--- src/rtl/gate_bist_engine.sv ---
// Exhaustive stimulus/response BIST for an N-input basic gate (AND/OR/XOR/NAND).
// Define GATE_BIST_RESPMAP_EN to add the resp_map output (observed truth table).
module gate_bist_engine #(
  parameter int N_IN   = 3,
  parameter int SETTLE = 1,
  parameter int ERR_W  = 8
) (
  input  logic              clk,
  input  logic              rst_n,
  input  logic              start,
  input  logic [1:0]        func_sel,
  output logic [N_IN-1:0]   stim,
  input  logic              resp,
  output logic              busy,
  output logic              done,
  output logic              pass,
  output logic [ERR_W-1:0]  err_count,
  output logic              fail_valid,
  output logic [N_IN-1:0]   fail_vec
`ifdef GATE_BIST_RESPMAP_EN
  ,
  output logic [(1<<N_IN)-1:0] resp_map
`else
`endif
);

  localparam int              CNT_W  = (SETTLE > 1) ? $clog2(SETTLE) : 1;
  localparam logic [CNT_W-1:0] CNT_LD = CNT_W'(SETTLE - 1);

  typedef enum logic [1:0] {IDLE, DRIVE, SAMPLE, DONE} state_t;

  state_t           state;
  logic [CNT_W-1:0] settle_cnt;
  logic [1:0]       func_q;
  logic             expected;
  logic             mismatch;
  logic [ERR_W-1:0] err_next;

  // NOTE: every always_comb output gets a default first so no path leaves it unassigned (no latch).
  always_comb begin
    expected = 1'b0;
    unique case (func_q)
      2'd0:    expected = &stim;
      2'd1:    expected = |stim;
      2'd2:    expected = ^stim;
      default: expected = ~&stim;
    endcase
    mismatch = (resp != expected);
    err_next = err_count;
    if (mismatch && (err_count != '1)) err_next = err_count + ERR_W'(1);
  end

  // NOTE: sequential state uses non-blocking assignments so every flop samples pre-edge values.
  always_ff @(posedge clk) begin
    if (!rst_n) begin
      state      <= IDLE;
      settle_cnt <= '0;
      func_q     <= 2'd0;
      stim       <= '0;
      busy       <= 1'b0;
      done       <= 1'b0;
      pass       <= 1'b0;
      err_count  <= '0;
      fail_valid <= 1'b0;
      fail_vec   <= '0;
`ifdef GATE_BIST_RESPMAP_EN
      resp_map   <= '0;
`endif
    end else begin
      unique case (state)
        IDLE, DONE: begin
          if (start) begin
            state      <= DRIVE;
            settle_cnt <= CNT_LD;
            func_q     <= func_sel;
            stim       <= '0;
            busy       <= 1'b1;
            done       <= 1'b0;
            pass       <= 1'b0;
            err_count  <= '0;
            fail_valid <= 1'b0;
            fail_vec   <= '0;
`ifdef GATE_BIST_RESPMAP_EN
            resp_map   <= '0;
`endif
          end
        end
        DRIVE: begin
          if (settle_cnt != '0) settle_cnt <= settle_cnt - CNT_W'(1);
          else                  state      <= SAMPLE;
        end
        SAMPLE: begin
          err_count <= err_next;
          // Only the first mismatch of a run is captured.
          if (mismatch && !fail_valid) begin
            fail_valid <= 1'b1;
            fail_vec   <= stim;
          end
`ifdef GATE_BIST_RESPMAP_EN
          resp_map[stim] <= resp;
`endif
          if (stim == '1) begin
            state <= DONE;
            busy  <= 1'b0;
            done  <= 1'b1;
            pass  <= (err_next == '0);
          end else begin
            stim       <= stim + N_IN'(1);
            settle_cnt <= CNT_LD;
            state      <= DRIVE;
          end
        end
        default: state <= IDLE;
      endcase
    end
  end

endmodule

--- config.mk ---
export PLATFORM = sky130hd
export DESIGN_NAME = gate_bist_engine
export DESIGN_NICKNAME = d
export VERILOG_FILES = /design/src/rtl/gate_bist_engine.sv
export SDC_FILE = /design/constraint.sdc
export NUM_CORES = 1
export LEC_CHECK = 0
export CAP_MARGIN = 5
export CORE_MARGIN = 2
export CORE_UTILIZATION = 50
export CTS_BUF_LIST = sky130_fd_sc_hd__clkbuf_16
export DETAILED_ROUTE_END_ITERATION = 8
export PLACE_DENSITY = 0.77
export SLEW_MARGIN = 20
export SYNTH_ARGS = -nofsm -noshare
export SYNTH_HDL_FRONTEND = slang
export SYNTH_SLANG_ARGS = --single-unit
--- constraint.sdc ---
create_clock -name clk -period 3.1 [get_ports clk]
set_input_delay 0.775 -clock clk [delete_from_list [all_inputs] [get_ports clk]]
set_output_delay 0.775 -clock clk [all_outputs]
set_load 0.02 [all_outputs]
* Word level (Yosys, flattened, before mapping) *
Cells that the tools add are included.

operators by class
  add/sub/neg operators = 3
  eq/ne operators = 13
  mux-type cells = 26
  reductions and logical operators = 19

operator list
  operator             number
  $mux 8               2
  $pmux 8 s2           1
  $pmux 3 s2           2
  $reduce_and 3->1     4
  $ne 2x2->1 const B   5
  $mux 3               3
  $add 8x1->8 const B  1
  $logic_not 8->1      1
  $mux 1               8
  $ne 8x8->1 const B   1
  $pmux 1 s2           4
  $reduce_and 2->1     4
  $eq 2x2->1 const B   3
  $mux 2               3
  $pmux 1 s3           2
  $pmux 2 s3           1
  $eq 2x1->1 const B   2
  $logic_not 2->1      2
  $add 3x1->3 const B  1
  $eq 3x3->1 const B   1
  $reduce_or 3->1      1
  $reduce_xor 3->1     1
  $logic_and 1x1->1    2
  $logic_not 1->1      2
  4 further kinds      4

storage, ports and cells
  register bits = 23
  input bits = 6
  output and inout port bits = 18
  word-level logic and storage cells = 71

* Depth between registers and ports, before layout *
Gate-level depths: netlist of run 1.

  word-level depth = 9
  gate-level depth with buffers = 10
  mapped depth without buffers = 8

* Worst setup path before layout of run 1 *
OpenSTA, ideal clock, no wires.

  kind = register -> register
  start point = register stim[0]
  end point = register pass
  library setup time = 0.115 ns
  data arrival time = 2.222 ns
  required time = 2.985 ns
  slack = 0.762 ns
  cell stages (with the launch flop) = 9
  buffers on the path = 1
  period minus slack after synthesis = 2.338 ns
  cells stage by stage = dfxtp_1 -> inv_1 -> ha_1 -> xor2_1 -> o2111a_1 -> a211oi_4 -> buf_2 -> o311ai_0 -> a31o_1

between the ends
  word-level cells in the longest chain between the ends = 9
  elaborated cells between the ends (all ways) = 14
  those cells by class = eq/ne (3); mux (4); reduce/logical (7)

RTL lines
  item                      line    text
  start: declaration        12      output logic [N_IN-1:0] stim,
  start signal: assignment  108     stim <= stim + N_IN'(1);
  $reduce_and 3->1          43, 46
  $logic_not 1->1           46      default: expected = ~&stim;
  $pmux 1 s3                42      unique case (func_q)
  $ne 1x1->1                48      mismatch = (resp != expected);
  $logic_and 1x1->1         50      if (mismatch && (err_count != '1)) err_next = err_count + ERR_W'(1);
  $mux 8                    50
  $logic_not 8->1           106     pass <= (err_next == '0);
  $mux 1                    102     if (stim == '1) begin
  $pmux 1 s2                70      unique case (state)
  end signal: assignment    106
  end: declaration          16      output logic pass,

Parallel ways exist; a longest one is shown, timed or not. The select of a mux whose other input is x is not followed.
A chain may end at the register's enable or synchronous reset.

* Final worst setup path of run 1 *
  start point = register stim[0]
  end point = register err_count[2]

between the ends
  word-level cells in the longest chain between the ends = 7
  elaborated cells between the ends (all ways) = 9
  those cells by class = eq/ne (1); mux (3); reduce/logical (5)

RTL lines
  item                    line    text
  $reduce_and 3->1        43, 46
  $logic_not 1->1         46
  $pmux 1 s3 *            42
  $ne 1x1->1 *            48
  $logic_and 1x1->1 *     50
  $mux 8 *                50
  $pmux 8 s2 *            70
  end signal: assignment  93      err_count <= err_next;
  end: declaration        17      output logic [ERR_W-1:0] err_count,

Every way passes the cells marked *; elsewhere a longest branch is shown, timed or not.

==> results of run 1 <==
-- synthesized netlist by cell type (all sizes together) (2+ instances only) --
| cell type | instances | area share [%] |
|---|---|---|
| dfxtp | 22 | 34 |
| a21oi | 16 | 6.1 |
| nand2 | 16 | 4.6 |
| nor2 | 14 | 4.0 |
| a31oi | 8 | 3.8 |
| nand3 | 8 | 3.1 |
| o21ai | 8 | 3.1 |
| and3 | 7 | 3.4 |
| ha | 7 | 6.7 |
| inv | 7 | 2.0 |
| clkbuf | 6 | 1.7 |
| a211oi | 4 | 3.3 |
| buf | 4 | 1.4 |
| nor3 | 4 | 1.5 |
| a22o | 3 | 2.0 |
| a22oi | 2 | 1.2 |
| a311oi | 2 | 1.3 |
| and2 | 2 | 0.96 |
| nand2b | 2 | 0.96 |
| nand3b | 2 | 1.2 |
| nand4 | 2 | 0.96 |
| o21a | 2 | 1.2 |
| o311ai | 2 | 1.3 |
| xor2 | 2 | 1.3 |
-- placed cells by master (no fill, tap or decap), drive strengths merged, types with 3 or more instances in the layout --
| master | count |
|---|---|
| a211oi | 4 |
| a21oi | 16 |
| a22o | 3 |
| a31oi | 8 |
| and3 | 7 |
| clkbuf | 3 |
| clkdlybuf4s50 | 23 |
| dfxtp | 22 |
| ha | 7 |
| inv | 7 |
| nand2 | 16 |
| nand3 | 8 |
| nor2 | 14 |
| nor3 | 4 |
| o21ai | 8 |
-- worst max-delay path, cell delays in order, from the launching register on --
cell	delay (ns)
dfxtp_1	0.45
inv_1	0.07
ha_1	0.33
xor2_1	0.16
o2111a_1	0.27
a211oi_4	0.59
and2_0	0.38
a31oi_1	0.13
a311oi_1	0.25
-- kinds of logic after synthesis --
kind of cell | after synthesis | share of synthesized area [%]
AOI/OAI and AO/OA | 56 | 30.01
xor gates and xnor gates | 2 | 1.343
adders and majority gates | 7 | 6.711
buffers and inverters | 17 | 5.177
DFF | 22 | 33.75
muxes | 1 | 0.7670
and+or+nand+nor | 60 | 22.24
-- power breakdown --
| part | switching, mW | leakage [nW] | internal [mW] | total [mW] |
|---|---|---|---|---|
| clock | 0.109 | 0.0511 | 0.257 | 0.366 |
| sequential | 0.0334 | 0.178 | 0.312 | 0.345 |
| combinational | 0.238 | 0.386 | 0.129 | 0.367 |
-- metal layers --
layer  vias up  wire, um  GRT usage (%)
li1        647         -              -
met4         0        35          7.317
met5         -         0              0
met1       626      1398          29.32
met2        50      1612          41.27
met3         6       203          4.032
-- path summary, 6_finish.rpt --
check | end | startpoint | slack, ns
max | err_count[2] | stim[0] | 0.38
min | fail_vec[1] | fail_vec[1] | 0.47
max reg2reg | err_count[2] | stim[0] | 0.38
min reg2reg | fail_vec[1] | fail_vec[1] | 0.47
-- state kept, by name (all words and copies together) (netlist names) --
register / cells
done: 1
pass: 1
stim: 3
fail_valid: 1
busy: 1
func_q: 2
err_count: 8
fail_vec: 3
state: 2
-- area by class of cell --
class	instances	area (um^2)
repair buffers	24	237.7
multi-input cells	126	797.0
clock buffers	3	75.07
well taps	30	37.54
inverters	7	26.28
fillers	226	833.3
clock inverters	1	30.03
flip-flops and latches	22	440.4
==> flow_metrics.py, run 1 <==
metrics = {
    "job": {
        "cap_violations": 0,
    },
    "routing": {
        "wirelength_um": 3249,
        "drt-pass1-iter-count": 5,
        "drc_errors": 0,
        "post_drt_wl_per_cell_um": 15.25,
        "postRouteAntennaNets": 0,
        "num_vias": 1329,
        "routed_via_density": 6.239,
        "drt-initial-drc-count": 42,
    },
    "timing": {
        "setup_viol": 0,
        "relSlewSlack_pct": 56.27,
        "setup_tns_ns": 0,
        "max_freq_mhz": 367.0,
        "post-route-period-util_pct": 87.89,
        "whs_ns": 0.4742,
        "period_minus_slack_ns": 2.725,
        "fin_ws_ns": 0.3754,
        "rsz0062_at_grt": "false",
        "worst_pin_slew_ns": 0.6538,
        "final-hold-violation-count": 0,
        "skew_ns": 0.004574,
        "drv_slew": 0,
    },
    "clocking": {
        "numCtsBuffers": 3,
        "cts_tree": "yes",
        "clockRootBuffer": "clkbuf_16",
        "cts.sinks": 22,
        "cts_htree_levels": 1,
        "cts_hold_buf": 0,
        "cts_resized": 0,
        "post-cts-setup-buffer-count": 0,
        "clk_latency_ns": 0.26,
        "clockBufferDepth": 2,
        "clk_pin_slew_ns": 0.06,
    },
    "grt": {
        "grt_pass1_vias": 1194,
        "grtUsageTotal_pct": 23.58,
        "overflow": 0,
        "grt_max_degree": 21,
        "grt_pass1_wl_um": 5168,
        "antenna_found_initial": 0,
    },
    "floorplan": {
        "dieArea_um2": 3035,
        "fp.dieW_um": 55.09,
        "fp-row-count": 18,
        "ioPinCount": 24,
        "design.core.area_um2": 2477,
        "die_y_um": 55.09,
        "initial_core_util_pct": 52.68,
    },
    "power": {
        "pwr_density_cell_nw_per_um2": 655.5,
        "power.total_mw": 1.078,
        "p_leak_nw": 0.6154,
        "ir_drop_v": 0.0004519,
    },
    "place": {
        "dpl.hpwl_um": 2180,
        "dpl.cell_count": 209,
        "dp_worst_setup_slack_ns": 0.2907,
        "gp_congestion": 0.8874,
        "post_dp_cell_area_um2": 1539,
        "port_buffers": 23,
    },
    "setup_path": {
        "crit_type": "flip-flop to flip-flop",
        "crit_path_start_kind": "flip-flop",
        "cp_max_fo": 16,
        "worstPathRequired_ns": 3.27,
        "cp-end-kind": "flip-flop",
        "crit_arrival_ns": 2.89,
        "r2r_cells": 8,
    },
    "finish": {
        "diodes": 0,
        "final_area_um2": 1644,
        "finish.utilization_pct": 66.36,
        "layout-drive-gt1-share_pct": 3.825,
        "nNetsFinal": 197,
        "syn_to_final_growth_pct": 25.98,
        "final_cells": 213,
    },
    "synth": {
        "synth_seq_cells": 22,
        "yosys_warnings": 0,
        "async_flop_share_pct": 0,
        "post_synth_num_cell_types": 40,
        "synth_edf_count": 0,
        "synth_top_flop_cell": "dfxtp_1",
        "syn-cell-area_um2": 1305,
        "syn-instance-count": 165,
        "synth_area_per_cell_um2": 7.909,
        "synth_seq_area_share_pct": 33.75,
        "syn_nets": 178,
    },
    "outcome": {
        "status": "completed",
    },
    "hold_path": {
        "hp-class": "flip-flop to flip-flop",
        "whs_path_depth": 1,
    },
}
Power figures use the tool's default switching activity.
==> inputs of run 2 (changes only) <==
Settings changed: CTS_CLUSTER_SIZE set to 10, HOLD_SLACK_MARGIN set to 0.1.
==> results of run 2 <==
No change in the layout: final DEF, timing and power equal those of run 1.
